### config.mk
export PLATFORM = sky130hd
export DESIGN_NAME = btn_event_gen_flat
export DESIGN_NICKNAME = d
export VERILOG_FILES = /design/src/rtl/btn_event_gen_if.sv /design/src/rtl/btn_event_gen.sv /design/src/flat_wrapper.sv
export SDC_FILE = /design/constraint.sdc
export NUM_CORES = 1
export LEC_CHECK = 0
export CAP_MARGIN = 40
export CORE_MARGIN = 5
export CORE_UTILIZATION = 26
export DETAILED_ROUTE_END_ITERATION = 8
export GPL_TIMING_DRIVEN = 1
export HOLD_SLACK_MARGIN = 0.1
export PLACE_DENSITY = 0.47
export SYNTH_ARGS = -nofsm -noshare
export SYNTH_HDL_FRONTEND = slang
export SYNTH_SLANG_ARGS = --single-unit
### constraint.sdc
create_clock -name i_clk -period 2.77 [get_ports i_clk]
set_input_delay 0.554 -clock i_clk [delete_from_list [all_inputs] [get_ports i_clk]]
set_output_delay 0.554 -clock i_clk [all_outputs]
set_load 0.1 [all_outputs]
### src/rtl/btn_event_gen_if.sv
// Button event bus: raw pins and repeat enables in, debounced level and
// event strobes out.
//   master : drives i_btn / i_repeat_en, observes the outputs (integrator / bench)
//   slave  : the btn_event_gen block
interface btn_event_gen_if #(
    parameter int unsigned N_CH = 5
);
    logic [N_CH-1:0] i_btn;         // raw asynchronous button pins
    logic [N_CH-1:0] i_repeat_en;   // per-channel auto-repeat enable
    logic [N_CH-1:0] o_level;       // debounced level, 1 = pressed
    logic [N_CH-1:0] o_press_stb;   // one-cycle pulse on accepted press
    logic [N_CH-1:0] o_release_stb; // one-cycle pulse on accepted release
    logic [N_CH-1:0] o_long_stb;    // one-cycle pulse at long-press threshold
    logic [N_CH-1:0] o_repeat_stb;  // one-cycle auto-repeat pulse
    logic            o_any_stb;     // OR of press, long and repeat strobes

    modport master (
        output i_btn, i_repeat_en,
        input  o_level, o_press_stb, o_release_stb, o_long_stb, o_repeat_stb, o_any_stb
    );

    modport slave (
        input  i_btn, i_repeat_en,
        output o_level, o_press_stb, o_release_stb, o_long_stb, o_repeat_stb, o_any_stb
    );
endinterface

### src/rtl/btn_event_gen.sv
// Multi-channel button debouncer and event generator.
// Each channel: 2-flop synchronizer, polarity normalisation, stable-count
// debounce, then a RELEASED/PRESSED/HELD FSM producing long-press and
// auto-repeat strobes. All outputs are registered.
//   i_clk   : single clock, rising edge
//   i_rst_n : asynchronous active-low reset (deassertion synchronous to i_clk)
//   bus     : btn_event_gen_if slave (pins/enables in, level/strobes out)
module btn_event_gen #(
    parameter int unsigned N_CH          = 5,
    parameter int unsigned DB_CYCLES     = 16,
    parameter int unsigned LONG_CYCLES   = 1000,
    parameter int unsigned REPEAT_CYCLES = 250,
    parameter bit          ACTIVE_HIGH   = 1'b1
) (
    input  logic          i_clk,
    input  logic          i_rst_n,
    btn_event_gen_if.slave bus
);

    localparam int unsigned DB_W     = $clog2(DB_CYCLES + 1);
    localparam int unsigned HOLD_MAX = (LONG_CYCLES > REPEAT_CYCLES) ? LONG_CYCLES : REPEAT_CYCLES;
    localparam int unsigned HOLD_W   = $clog2(HOLD_MAX + 1);
    // Synchronizers come out of reset at the idle pin level so an idle
    // button produces no event on reset release.
    localparam logic [N_CH-1:0] IDLE_PIN = ACTIVE_HIGH ? '0 : '1;

    typedef enum logic [1:0] {
        ST_RELEASED = 2'd0,
        ST_PRESSED  = 2'd1,
        ST_HELD     = 2'd2
    } state_e;

    logic [N_CH-1:0]   sync1_q, sync1_d;
    logic [N_CH-1:0]   sync2_q, sync2_d;
    logic [N_CH-1:0]   btn_n;
    logic [DB_W-1:0]   db_cnt_q [N_CH];
    logic [DB_W-1:0]   db_cnt_d [N_CH];
    logic [HOLD_W-1:0] hold_q   [N_CH];
    logic [HOLD_W-1:0] hold_d   [N_CH];
    state_e            state_q  [N_CH];
    state_e            state_d  [N_CH];
    logic [N_CH-1:0]   level_q, level_d;
    logic [N_CH-1:0]   press_q, press_d;
    logic [N_CH-1:0]   release_q, release_d;
    logic [N_CH-1:0]   long_q, long_d;
    logic [N_CH-1:0]   repeat_q, repeat_d;
    logic              any_q, any_d;

    // State registers
    always_ff @(posedge i_clk or negedge i_rst_n) begin
        if (!i_rst_n) begin
            sync1_q   <= IDLE_PIN;
            sync2_q   <= IDLE_PIN;
            level_q   <= '0;
            press_q   <= '0;
            release_q <= '0;
            long_q    <= '0;
            repeat_q  <= '0;
            any_q     <= 1'b0;
            for (int i = 0; i < int'(N_CH); i++) begin
                db_cnt_q[i] <= '0;
                hold_q[i]   <= '0;
                state_q[i]  <= ST_RELEASED;
            end
        end else begin
            sync1_q   <= sync1_d;
            sync2_q   <= sync2_d;
            level_q   <= level_d;
            press_q   <= press_d;
            release_q <= release_d;
            long_q    <= long_d;
            repeat_q  <= repeat_d;
            any_q     <= any_d;
            db_cnt_q  <= db_cnt_d;
            hold_q    <= hold_d;
            state_q   <= state_d;
        end
    end

    // Debounce and per-channel event FSM next-state logic
    always_comb begin
        sync1_d   = bus.i_btn;
        sync2_d   = sync1_q;
        btn_n     = ACTIVE_HIGH ? sync2_q : ~sync2_q;
        level_d   = level_q;
        press_d   = '0;
        release_d = '0;
        long_d    = '0;
        repeat_d  = '0;
        for (int i = 0; i < int'(N_CH); i++) begin
            db_cnt_d[i] = '0;
            hold_d[i]   = hold_q[i];
            state_d[i]  = state_q[i];

            // Count consecutive cycles the input disagrees with the level;
            // the DB_CYCLES-th such cycle flips the level.
            if (btn_n[i] != level_q[i]) begin
                if (db_cnt_q[i] == DB_W'(DB_CYCLES - 1)) begin
                    level_d[i]   = btn_n[i];
                    press_d[i]   = btn_n[i];
                    release_d[i] = ~btn_n[i];
                end else begin
                    db_cnt_d[i] = db_cnt_q[i] + DB_W'(1);
                end
            end

            // A release overrides any long/repeat event due this cycle.
            if (release_d[i]) begin
                state_d[i] = ST_RELEASED;
                hold_d[i]  = '0;
            end else begin
                case (state_q[i])
                    ST_RELEASED: begin
                        if (press_d[i]) begin
                            state_d[i] = ST_PRESSED;
                            hold_d[i]  = '0;
                        end
                    end
                    ST_PRESSED: begin
                        if (hold_q[i] == HOLD_W'(LONG_CYCLES - 1)) begin
                            long_d[i]  = 1'b1;
                            hold_d[i]  = '0;
                            state_d[i] = ST_HELD;
                        end else begin
                            hold_d[i] = hold_q[i] + HOLD_W'(1);
                        end
                    end
                    ST_HELD: begin
                        // Disabled repeat parks the counter so re-enable
                        // starts a full period.
                        if (!bus.i_repeat_en[i]) begin
                            hold_d[i] = '0;
                        end else if (hold_q[i] == HOLD_W'(REPEAT_CYCLES - 1)) begin
                            repeat_d[i] = 1'b1;
                            hold_d[i]   = '0;
                        end else begin
                            hold_d[i] = hold_q[i] + HOLD_W'(1);
                        end
                    end
                    default: begin
                        state_d[i] = ST_RELEASED;
                        hold_d[i]  = '0;
                    end
                endcase
            end
        end
        any_d = |{press_d, long_d, repeat_d};
    end

    assign bus.o_level       = level_q;
    assign bus.o_press_stb   = press_q;
    assign bus.o_release_stb = release_q;
    assign bus.o_long_stb    = long_q;
    assign bus.o_repeat_stb  = repeat_q;
    assign bus.o_any_stb     = any_q;

endmodule

### src/flat_wrapper.sv
// flat-port wrapper written by rule: the top's interface ports become plain ports
module btn_event_gen_flat 
#(
    parameter int unsigned N_CH          = 5,
    parameter int unsigned DB_CYCLES     = 16,
    parameter int unsigned LONG_CYCLES   = 1000,
    parameter int unsigned REPEAT_CYCLES = 250,
    parameter bit          ACTIVE_HIGH   = 1'b1
)
  (i_clk, i_rst_n, bus_i_btn, bus_i_repeat_en, bus_o_level, bus_o_press_stb, bus_o_release_stb, bus_o_long_stb, bus_o_repeat_stb, bus_o_any_stb);
  btn_event_gen_if #(.N_CH(N_CH)) bus_i ();
  input  logic i_clk;
  input  logic i_rst_n;
  input wire logic [$bits(bus_i.i_btn)-1:0] bus_i_btn;
  input wire logic [$bits(bus_i.i_repeat_en)-1:0] bus_i_repeat_en;
  output wire logic [$bits(bus_i.o_level)-1:0] bus_o_level;
  output wire logic [$bits(bus_i.o_press_stb)-1:0] bus_o_press_stb;
  output wire logic [$bits(bus_i.o_release_stb)-1:0] bus_o_release_stb;
  output wire logic [$bits(bus_i.o_long_stb)-1:0] bus_o_long_stb;
  output wire logic [$bits(bus_i.o_repeat_stb)-1:0] bus_o_repeat_stb;
  output wire logic [$bits(bus_i.o_any_stb)-1:0] bus_o_any_stb;
  assign bus_i.i_btn = bus_i_btn;
  assign bus_i.i_repeat_en = bus_i_repeat_en;
  assign bus_o_level = bus_i.o_level;
  assign bus_o_press_stb = bus_i.o_press_stb;
  assign bus_o_release_stb = bus_i.o_release_stb;
  assign bus_o_long_stb = bus_i.o_long_stb;
  assign bus_o_repeat_stb = bus_i.o_repeat_stb;
  assign bus_o_any_stb = bus_i.o_any_stb;
  btn_event_gen #(.N_CH(N_CH), .DB_CYCLES(DB_CYCLES), .LONG_CYCLES(LONG_CYCLES), .REPEAT_CYCLES(REPEAT_CYCLES), .ACTIVE_HIGH(ACTIVE_HIGH)) u_core (.i_clk(i_clk), .i_rst_n(i_rst_n), .bus(bus_i));
endmodule
Word level (Yosys, flattened, before mapping):

Cells that the tools add are included.

* add/subtract/negate cells: 10
* eq/ne operators: 45
* muxes and demuxes: 115
* bitwise operators: 5
* reduce and logical (&&, ||, !) cells: 16

Operator list (number)
* 10-bit two-way mux: 25
* 10-bit one-hot mux with 3 select lines: 5
* 1-bit two-way mux: 55
* 10-bit by 1-bit adder with 10-bit output, second input constant: 5
* 10-bit equality test, second input constant: 5
* 10-bit by 8-bit equality test with 1-bit output, second input constant: 5
* 5-bit two-way mux: 10
* 2-bit two-way mux: 15
* 3-bit by 1-bit inequality test with 1-bit output, second input constant: 10
* 2-bit one-hot mux with 3 select lines: 5
* 5-bit by 1-bit adder with 5-bit output, second input constant: 5
* 5-bit by 4-bit equality test with 1-bit output, second input constant: 5
* 3-bit AND reduction: 5
* 15-bit OR reduction: 1
* 2-bit by 1-bit equality test with 1-bit output, second input constant: 5
* 2-bit equality test, second input constant: 5
* 2-bit zero test: 5
* 2-bit by 1-bit inequality test with 1-bit output, second input constant: 5
* 2-bit AND reduction: 5
* 1-bit inequality test: 5
* 1-bit inverter: 5

* register bits after elaboration: 121
* input port bits: 12
* output and inout port bits: 26
* word-level logic and storage cells: 218

Logic depth before layout (Yosys ltp):

Gate-level depths: netlist of the first run.

* depth in word-level cells: 6
* depth in mapped cells: 8
* depth with buffers taken out: 7

Worst setup path after synthesis of the first run:

Ideal clock, no wire load.

* path kind: register to register
* start: register u_core.level_q[3] (netlist: u_core.bus.o_level[3])
* end: register u_core.hold_q[18] (netlist name)
* library setup time: 87 ps
* data arrival time: 2140 ps
* data required time: 2683 ps
* path slack: 543 ps
* cell stages (with the launch flop): 6
* path buffers: 1
* clock period less this slack: 2227 ps
* cells stage by stage: dfrtp_1 -> xnor2_1 -> o21a_1 -> buf_2 -> or4_1 -> o211ai_1

* longest elaborated chain between the ends: 3
* elaborated cells between the ends (all ways): 5
* those cells by class: eq/ne: 2; mux: 3

Ends and longest elaborated chain
* from (decl): RTL line btn_event_gen.sv:42 `logic [N_CH-1:0] level_q, level_d;`
* from (signal assigned): RTL line btn_event_gen.sv:68 `level_q <= level_d;`
* 1-bit inequality test (*): RTL line btn_event_gen.sv:97 `if (btn_n[i] != level_q[i]) begin`
* 1-bit two-way mux: RTL line btn_event_gen.sv:97
* 3-bit by 1-bit inequality test with 1-bit output (no source line) / 10-bit two-way mux (equally long branches)
* to (signal assigned): RTL line btn_event_gen.sv:75 `hold_q <= hold_d;`
* to (decl): RTL line btn_event_gen.sv:38 `logic [HOLD_W-1:0] hold_q [N_CH];`

Mark *: on every way between the ends. The rest lies on a longest branch, timed or not.
A chain may end at the register's enable or synchronous reset.

Final worst setup path of the first run:

* start: register u_core.hold_q[0] (netlist name)
* end: register u_core.hold_q[6] (netlist name)

* longest elaborated chain between the ends: 5
* elaborated cells between the ends (all ways): 8
* those cells by class: add/sub: 1; eq/ne: 2; mux: 5

Ends and longest elaborated chain
* 10-bit by 1-bit adder with 10-bit output / 10-bit by 8-bit equality test with 1-bit output (equally long branches): RTL line btn_event_gen.sv:125, btn_event_gen.sv:137, btn_event_gen.sv:133
* 10-bit two-way mux: RTL line btn_event_gen.sv:133 `end else if (hold_q[i] == HOLD_W'(REPEAT_CYCLES - 1)) begin`
* 10-bit two-way mux: RTL line btn_event_gen.sv:131 `if (!bus.i_repeat_en[i]) begin`
* 10-bit one-hot mux with 3 select lines (*): RTL line btn_event_gen.sv:112 `case (state_q[i])`
* 10-bit two-way mux (*): RTL line btn_event_gen.sv:108 `if (release_d[i]) begin`

Marked as above.

==> metrics.txt, run 1 <==
Required @ worst endpoint around 3100 ps; # rows 56; setup TNS 0 ps; worst skew pair latency 410 ps; Worst Path Arrival 2700 ps; max reg flops 50; NumNets Final 696; top cell type's share of synthesized area around half; Critical Path Max Stage Delay 760 ps; Wirelength per Cell approximately 14 µm; FF-to-FF End u_core.hold_q[6]; highest-delay cell along the critical path o211ai_1; top_reg_cell synth dfrtp_1; dominant cell type by area after synthesis dfrtp_1; Total Wirelength 14100 µm; most frequent cells in the layout 121 x dfrtp_1, 49 x nand2_1, 37 x nor2_1; Max Clk Rate 0.417 GHz; Mapped Avg Cell Area about 10 µm²; Die Span Y 164 µm; Tot Pwr ~5.6 mW; Post-CTS Hold Buffers 0; vias 4656; largest net degree at the start of global routing 48; Post-DRT Antenna Nets 0; peak supply drop 361 µV; clock buffer depth 2; layout cells sized above 1 13.1%; Post-Synthesis Cells 601; worst relative slew slack 38.2%; number of global-route vias before repair approximately 4700; post-CTS sizing 0; CTS tree yes; Core Area 0.0234 mm²; Syn. warnings 0; worst path bufs/invs 0; Max FO, Critical Path 11; routability cong. about 0.83; Multi-input gate area between 0.002 and 0.003 mm²; number of remaining DRC errors 0; Port Buf Inserts 37; final hold vios 0; Slew Limit Fails 0; fin crit share 86.6%; setup slack, reg-to-reg approximately 370 ps; register bit total from synthesis 121; Initial DRC Count 248; most common cell after layout, fill and taps aside dfrtp_1; worst reg2reg path depth 6; fill cell count 2416; drt pass-1 iters 4; Maximum Capacitance Violations 0; worst setup path class register to register; register area 0.00303 mm²; Synth area leaders dfrtp_1 49%, ha_1 7.1%, a22o_1 3.0%; Die ar. around 0.027 mm²; total track usage 11.2%; Final setup viols 0; Root Driver clkbuf_16; Sink Count 121; grt total ovfl 0; RSZ-0062 raised after global routing false; first-pass GRT wire length ~24000 µm; status finished, final reports clean; pwr/cell area 751 mW/mm²; ys async rst share between 90% and 100%; # H-tree levels 4; measured slew at the worst slew-check pin roughly 920 ps; crit end category register; top flop regs u_core.hold_q x50, u_core.db_cnt_q x25, u_core.state_q x10; Critical Path Source Type register; io pins 38; # diodes 0; Seq/Total Area, Yosys 49.1%; chip width 164 µm; Crit path max-delay family compound AO/OA/AOI/OAI gates; clock slew seen by the registers of the worst setup and hold paths 60 ps; vias per cell ~4.7; Post-synth EDFFs 0; worst r2r src u_core.hold_q[0]; Static Leak 3.38 nW; fin crit period 2400 ps; Top reg by flops u_core.hold_q; Netlist cell types 65; initial core utilization 26.3%; Worst Skew 8.33 ps; Num CTS Buffers 17; Area Overhead vs Synth 20.6%; post-DP HPWL 10200 µm; worst path cell trace ha_1 > nand4b_1 > o31a_1 > o211ai_1 > nor2_2 > a22o_1; cell area after synthesis 0.00617 mm²; syn_nets 648; Hold WC Path Type input pin to asynchronous set/reset pin; post-CTS setup buffers 0; initial antenna violation count 0
==> synthesized netlist by cell type (6+ instances only) <==
cell / number
nand3_1: 27
a22o_1: 21
xnor2_1: 10
o31ai_1: 10
nor3b_1: 6
nand4_1: 15
o21ai_0: 25
mux2_2: 7
xor2_1: 9
nand2_1: 49
nor3_1: 20
o22ai_1: 7
nor2_1: 37
a31oi_1: 10
dfrtp_1: 121
ha_1: 35
o21ai_1: 12
a21oi_1: 15
nor2b_1: 9
nand4b_1: 6
and2_1: 6
and3_1: 22
inv_1: 31
==> how the worst max path moves through the flow <==
| stage | from | end | slack, ps | cells past startpoint |
|---|---|---|---|---|
| finish | u_core.hold_q[0] | u_core.hold_q[6] | 370 | 6 |
| global route | u_core.hold_q[0] | u_core.hold_q[5] | 210 | 6 |
| CTS | u_core.hold_q[0] | u_core.hold_q[6] | 410 | 6 |
| detailed placement | bus_i_repeat_en[4] | u_core.hold_q[6] | 330 | 6 |
| global placement | bus_i_repeat_en[4] | u_core.hold_q[9] | 410 | 6 |
| floorplan | u_core.bus.o_level[3] | u_core.hold_q[18] | 540 | 5 |
==> where the power goes <==
group | internal (mW) | total (mW) | switching (mW) | leakage [nW]
combinational | 0.467 | 1.30 | 0.829 | 1.44
sequential | 1.89 | 2.01 | 0.117 | 1.64
clock | 1.46 | 2.28 | 0.822 | 0.296
==> routing by layer <==
metal	vias to the layer above	GRT usage (%)	routed length, µm
met2	77	17.8	6720
met3	18	2.91	492
met4	0	4.35	245
met5	-	0	0
li1	2298	-	-
met1	2263	14.6	6640
==> cell families (layout without fill, tap and decap cells) <==
kind of cell    after synthesis  count (layout)  share of synthesized area [%]
xor+xnor                     19              19                           2.70
simple gates                237             237                           21.2
compound gates              136             136                           15.2
mux                           7               7                           1.28
buf+inv                      46             107                           3.37
fa+ha+maj                    35              35                           7.10
flops                       121             121                           49.1
==> worst reg2reg max path: cells and delay by family, from the launching register on <==
family	cells	cell delay, ps
adders and majority gates	1	260
AOI/OAI and AO/OA	3	1310
and+or+nand+nor	2	310
DFF	1	400
==> cell type report <==
cell class | count | share of cell area (%)
Sequential cell | 121 | 40.7
Clock inverter | 12 | 1.99
Multi-Input combinational cell | 434 | 39.4
Tap cell | 319 | 5.37
Timing Repair Buffer | 44 | 4.78
Inverter | 31 | 1.57
Clock buffer | 20 | 6.14
==> per-stage QoR <==
| stage | setup WS, ps | instances | instance area [µm²] | hold WS, ps | utilization [%] |
|---|---|---|---|---|---|
| finish | 370 | 981 | 7430 | 162 | 31.8 |
| CTS | 410 | 981 | 7430 | 169 | 31.8 |
| detailed placement | 331 | 949 | 6830 | 336 | 29.2 |
| global route | 212 | 981 | 7430 | 203 | 31.8 |
| global placement | 406 | 949 | 6830 | 344 | 29.2 |
| floorplan | 543 | 601 | 6170 | 258 | - |
(Power assumes the default switching activity.)
==> inputs of run 2 (changes only) <==
--- a/config.mk
+++ b/config.mk
@@ -11,7 +11,7 @@
 export DETAILED_ROUTE_END_ITERATION = 8
 export GPL_TIMING_DRIVEN = 1
 export HOLD_SLACK_MARGIN = 0.1
-export PLACE_DENSITY = 0.47
+export PLACE_DENSITY = 0.49
 export SYNTH_ARGS = -nofsm -noshare
 export SYNTH_HDL_FRONTEND = slang
 export SYNTH_SLANG_ARGS = --single-unit
==> metrics.txt, run 2 (same netlist as run 1, synthesis figures left out) <==
setup TNS 0 ps (unchanged); # H-tree levels 4 (unchanged); FF-to-FF End u_core.hold_q[3] (was u_core.hold_q[6]); clock slew seen by the registers of the worst setup and hold paths 50 ps (was 60 ps); worst setup path class register to register (unchanged); crit end category register (unchanged); setup slack, reg-to-reg 410 ps (was 370 ps); Wirelength per Cell 14.4 µm (about the same); worst skew pair latency 420 ps (was 410 ps); fin crit share 85.4% (was 86.6%); post-DP HPWL 9950 µm (was 10200 µm); # diodes 0 (unchanged); CTS tree yes (unchanged); # rows 56 (unchanged); Required @ worst endpoint 3070 ps (about the same); initial core utilization 26.3% (unchanged); number of global-route vias before repair 4610 (was 4664); Root Driver clkbuf_16 (unchanged); drt pass-1 iters 5 (was 4); vias 4718 (was 4656); Worst Skew 6.94 ps (was 8.33 ps); most common cell after layout, fill and taps aside dfrtp_1 (unchanged); post-CTS sizing 0 (unchanged); chip width 164 µm (unchanged); status finished, final reports clean (unchanged); fin crit period 2360 ps (was 2400 ps); measured slew at the worst slew-check pin 853 ps (was 923 ps); Static Leak 3.39 nW (was 3.38 nW); grt total ovfl 0 (unchanged); Final setup viols 0 (unchanged); peak supply drop 341 µV (was 361 µV); Critical Path Source Type register (unchanged); Total Wirelength 14200 µm (was 14100 µm); Maximum Capacitance Violations 0 (unchanged); routability cong. 0.864 (was 0.833); worst reg2reg path depth 6 (unchanged); max reg flops 50 (unchanged); number of remaining DRC errors 0 (unchanged); io pins 38 (unchanged); worst r2r src u_core.hold_q[0] (unchanged); NumNets Final 695 (was 696); Max FO, Critical Path 11 (unchanged); Die Span Y 164 µm (unchanged); Slew Limit Fails 0 (unchanged); Port Buf Inserts 37 (unchanged); Post-CTS Hold Buffers 0 (unchanged); Die ar. 0.0269 mm² (unchanged); RSZ-0062 raised after global routing false (unchanged); Max Clk Rate 0.423 GHz (was 0.417 GHz); Setup Slack @ Placement 359 ps (was 331 ps); worst relative slew slack 42.9% (was 38.2%); Tot Pwr 5.67 mW (was 5.58 mW); total track usage 10.9% (was 11.2%); Top reg by flops u_core.hold_q (unchanged); initial antenna violation count 1 (was 0); Num CTS Buffers 17 (unchanged); layout cells sized above 1 13.2% (was 13.1%); vias per cell 4.81 (was 4.75); final hold vios 0 (unchanged); Sink Count 121 (unchanged); Hold WC Path Type input pin to asynchronous set/reset pin (unchanged); Post-DRT Antenna Nets 0 (unchanged); Finished Core Util 31.9% (was 31.8%); pwr/cell area 760 mW/mm² (was 751 mW/mm²); largest net degree at the start of global routing 54 (was 48); Worst Path Arrival 2660 ps (was 2700 ps); top flop regs u_core.hold_q x50, u_core.db_cnt_q x25, u_core.state_q x10 (unchanged); Core Area 0.0234 mm² (unchanged); post-CTS setup buffers 0 (unchanged); clock buffer depth 2 (unchanged); Setup WS post-layout 405 ps (was 370 ps); first-pass GRT wire length 23400 µm (was 23900 µm); most frequent cells in the layout 121 x dfrtp_1, 49 x nand2_1, 37 x nor2_1 (unchanged); Initial DRC Count 302 (was 248); fill cell count 2384 (was 2416); Area Overhead vs Synth 21.0% (was 20.6%)
-- run 2: changes by cell type in the layout (fill, tap and decap cells not counted) --
cell,before,now
buf_4,34,32
buf_12,0,1
bufinv_16,3,4
clkbuf_1,1,0
clkinv_2,5,6
clkinv_4,1,0
-- run 2: area by class of cell --
| cell class | instances | area, µm² | share of cell area [%] |
|---|---|---|---|
| clock buffers | 19 | 453 | 6.07 |
| clock inverters | 13 | 174 | 2.33 |
| inverters | 31 | 116 | 1.56 |
| multi-input cells | 434 | 2930 | 39.3 |
| flip-flops and latches | 121 | 3030 | 40.6 |
| well taps | 319 | 399 | 5.35 |
| repair buffers | 43 | 360 | 4.83 |
-- run 2: where the power goes --
group          leakage, nW  switching (mW)  total, mW  internal, mW
Clock                0.309           0.815       2.36          1.54
Sequential            1.64           0.116       2.01          1.89
Combinational         1.44           0.829       1.30         0.475
-- run 2: worst max-delay path by stage --
stage                                      from           endpoint  depth (start not counted)
after floorplan           u_core.bus.o_level[3]  u_core.hold_q[18]                          5
after global placement       bus_i_repeat_en[4]   u_core.hold_q[2]                          6
after detailed placement     bus_i_repeat_en[4]   u_core.hold_q[5]                          6
after CTS                      u_core.hold_q[0]   u_core.hold_q[3]                          6
after global routing           u_core.hold_q[0]   u_core.hold_q[3]                          6
final                          u_core.hold_q[0]   u_core.hold_q[3]                          6
-- run 2: routing by layer --
layer / track usage (%) / part of all wire (%) / vias to the layer above / wire [µm]
met5: 0 / 0 / - / 0
met4: 3.74 / 1.2 / 0 / 175
met1: 14.7 / 49 / 2311 / 6880
li1: - / - / 2302 / -
met3: 3.79 / 5.6 / 13 / 786
met2: 16.2 / 45 / 92 / 6320
-- run 2: worst max-delay path, stage by stage, from the launching register on --
cell      delay [ps]
dfrtp_1          410
ha_1             270
nand4b_1         160
o31a_1           310
o211ai_1         710
nor2_2           140
a22o_1           250
-- run 2: through the flow --
stage	std cells	cell area [µm²]	hold slack, ps
6_report	980	7460	118
5_1_grt	980	7460	156
4_1_cts	980	7460	132
3_5_place_dp	948	6830	336
3_3_place_gp	948	6830	334
2_1_floorplan	601	6170	258
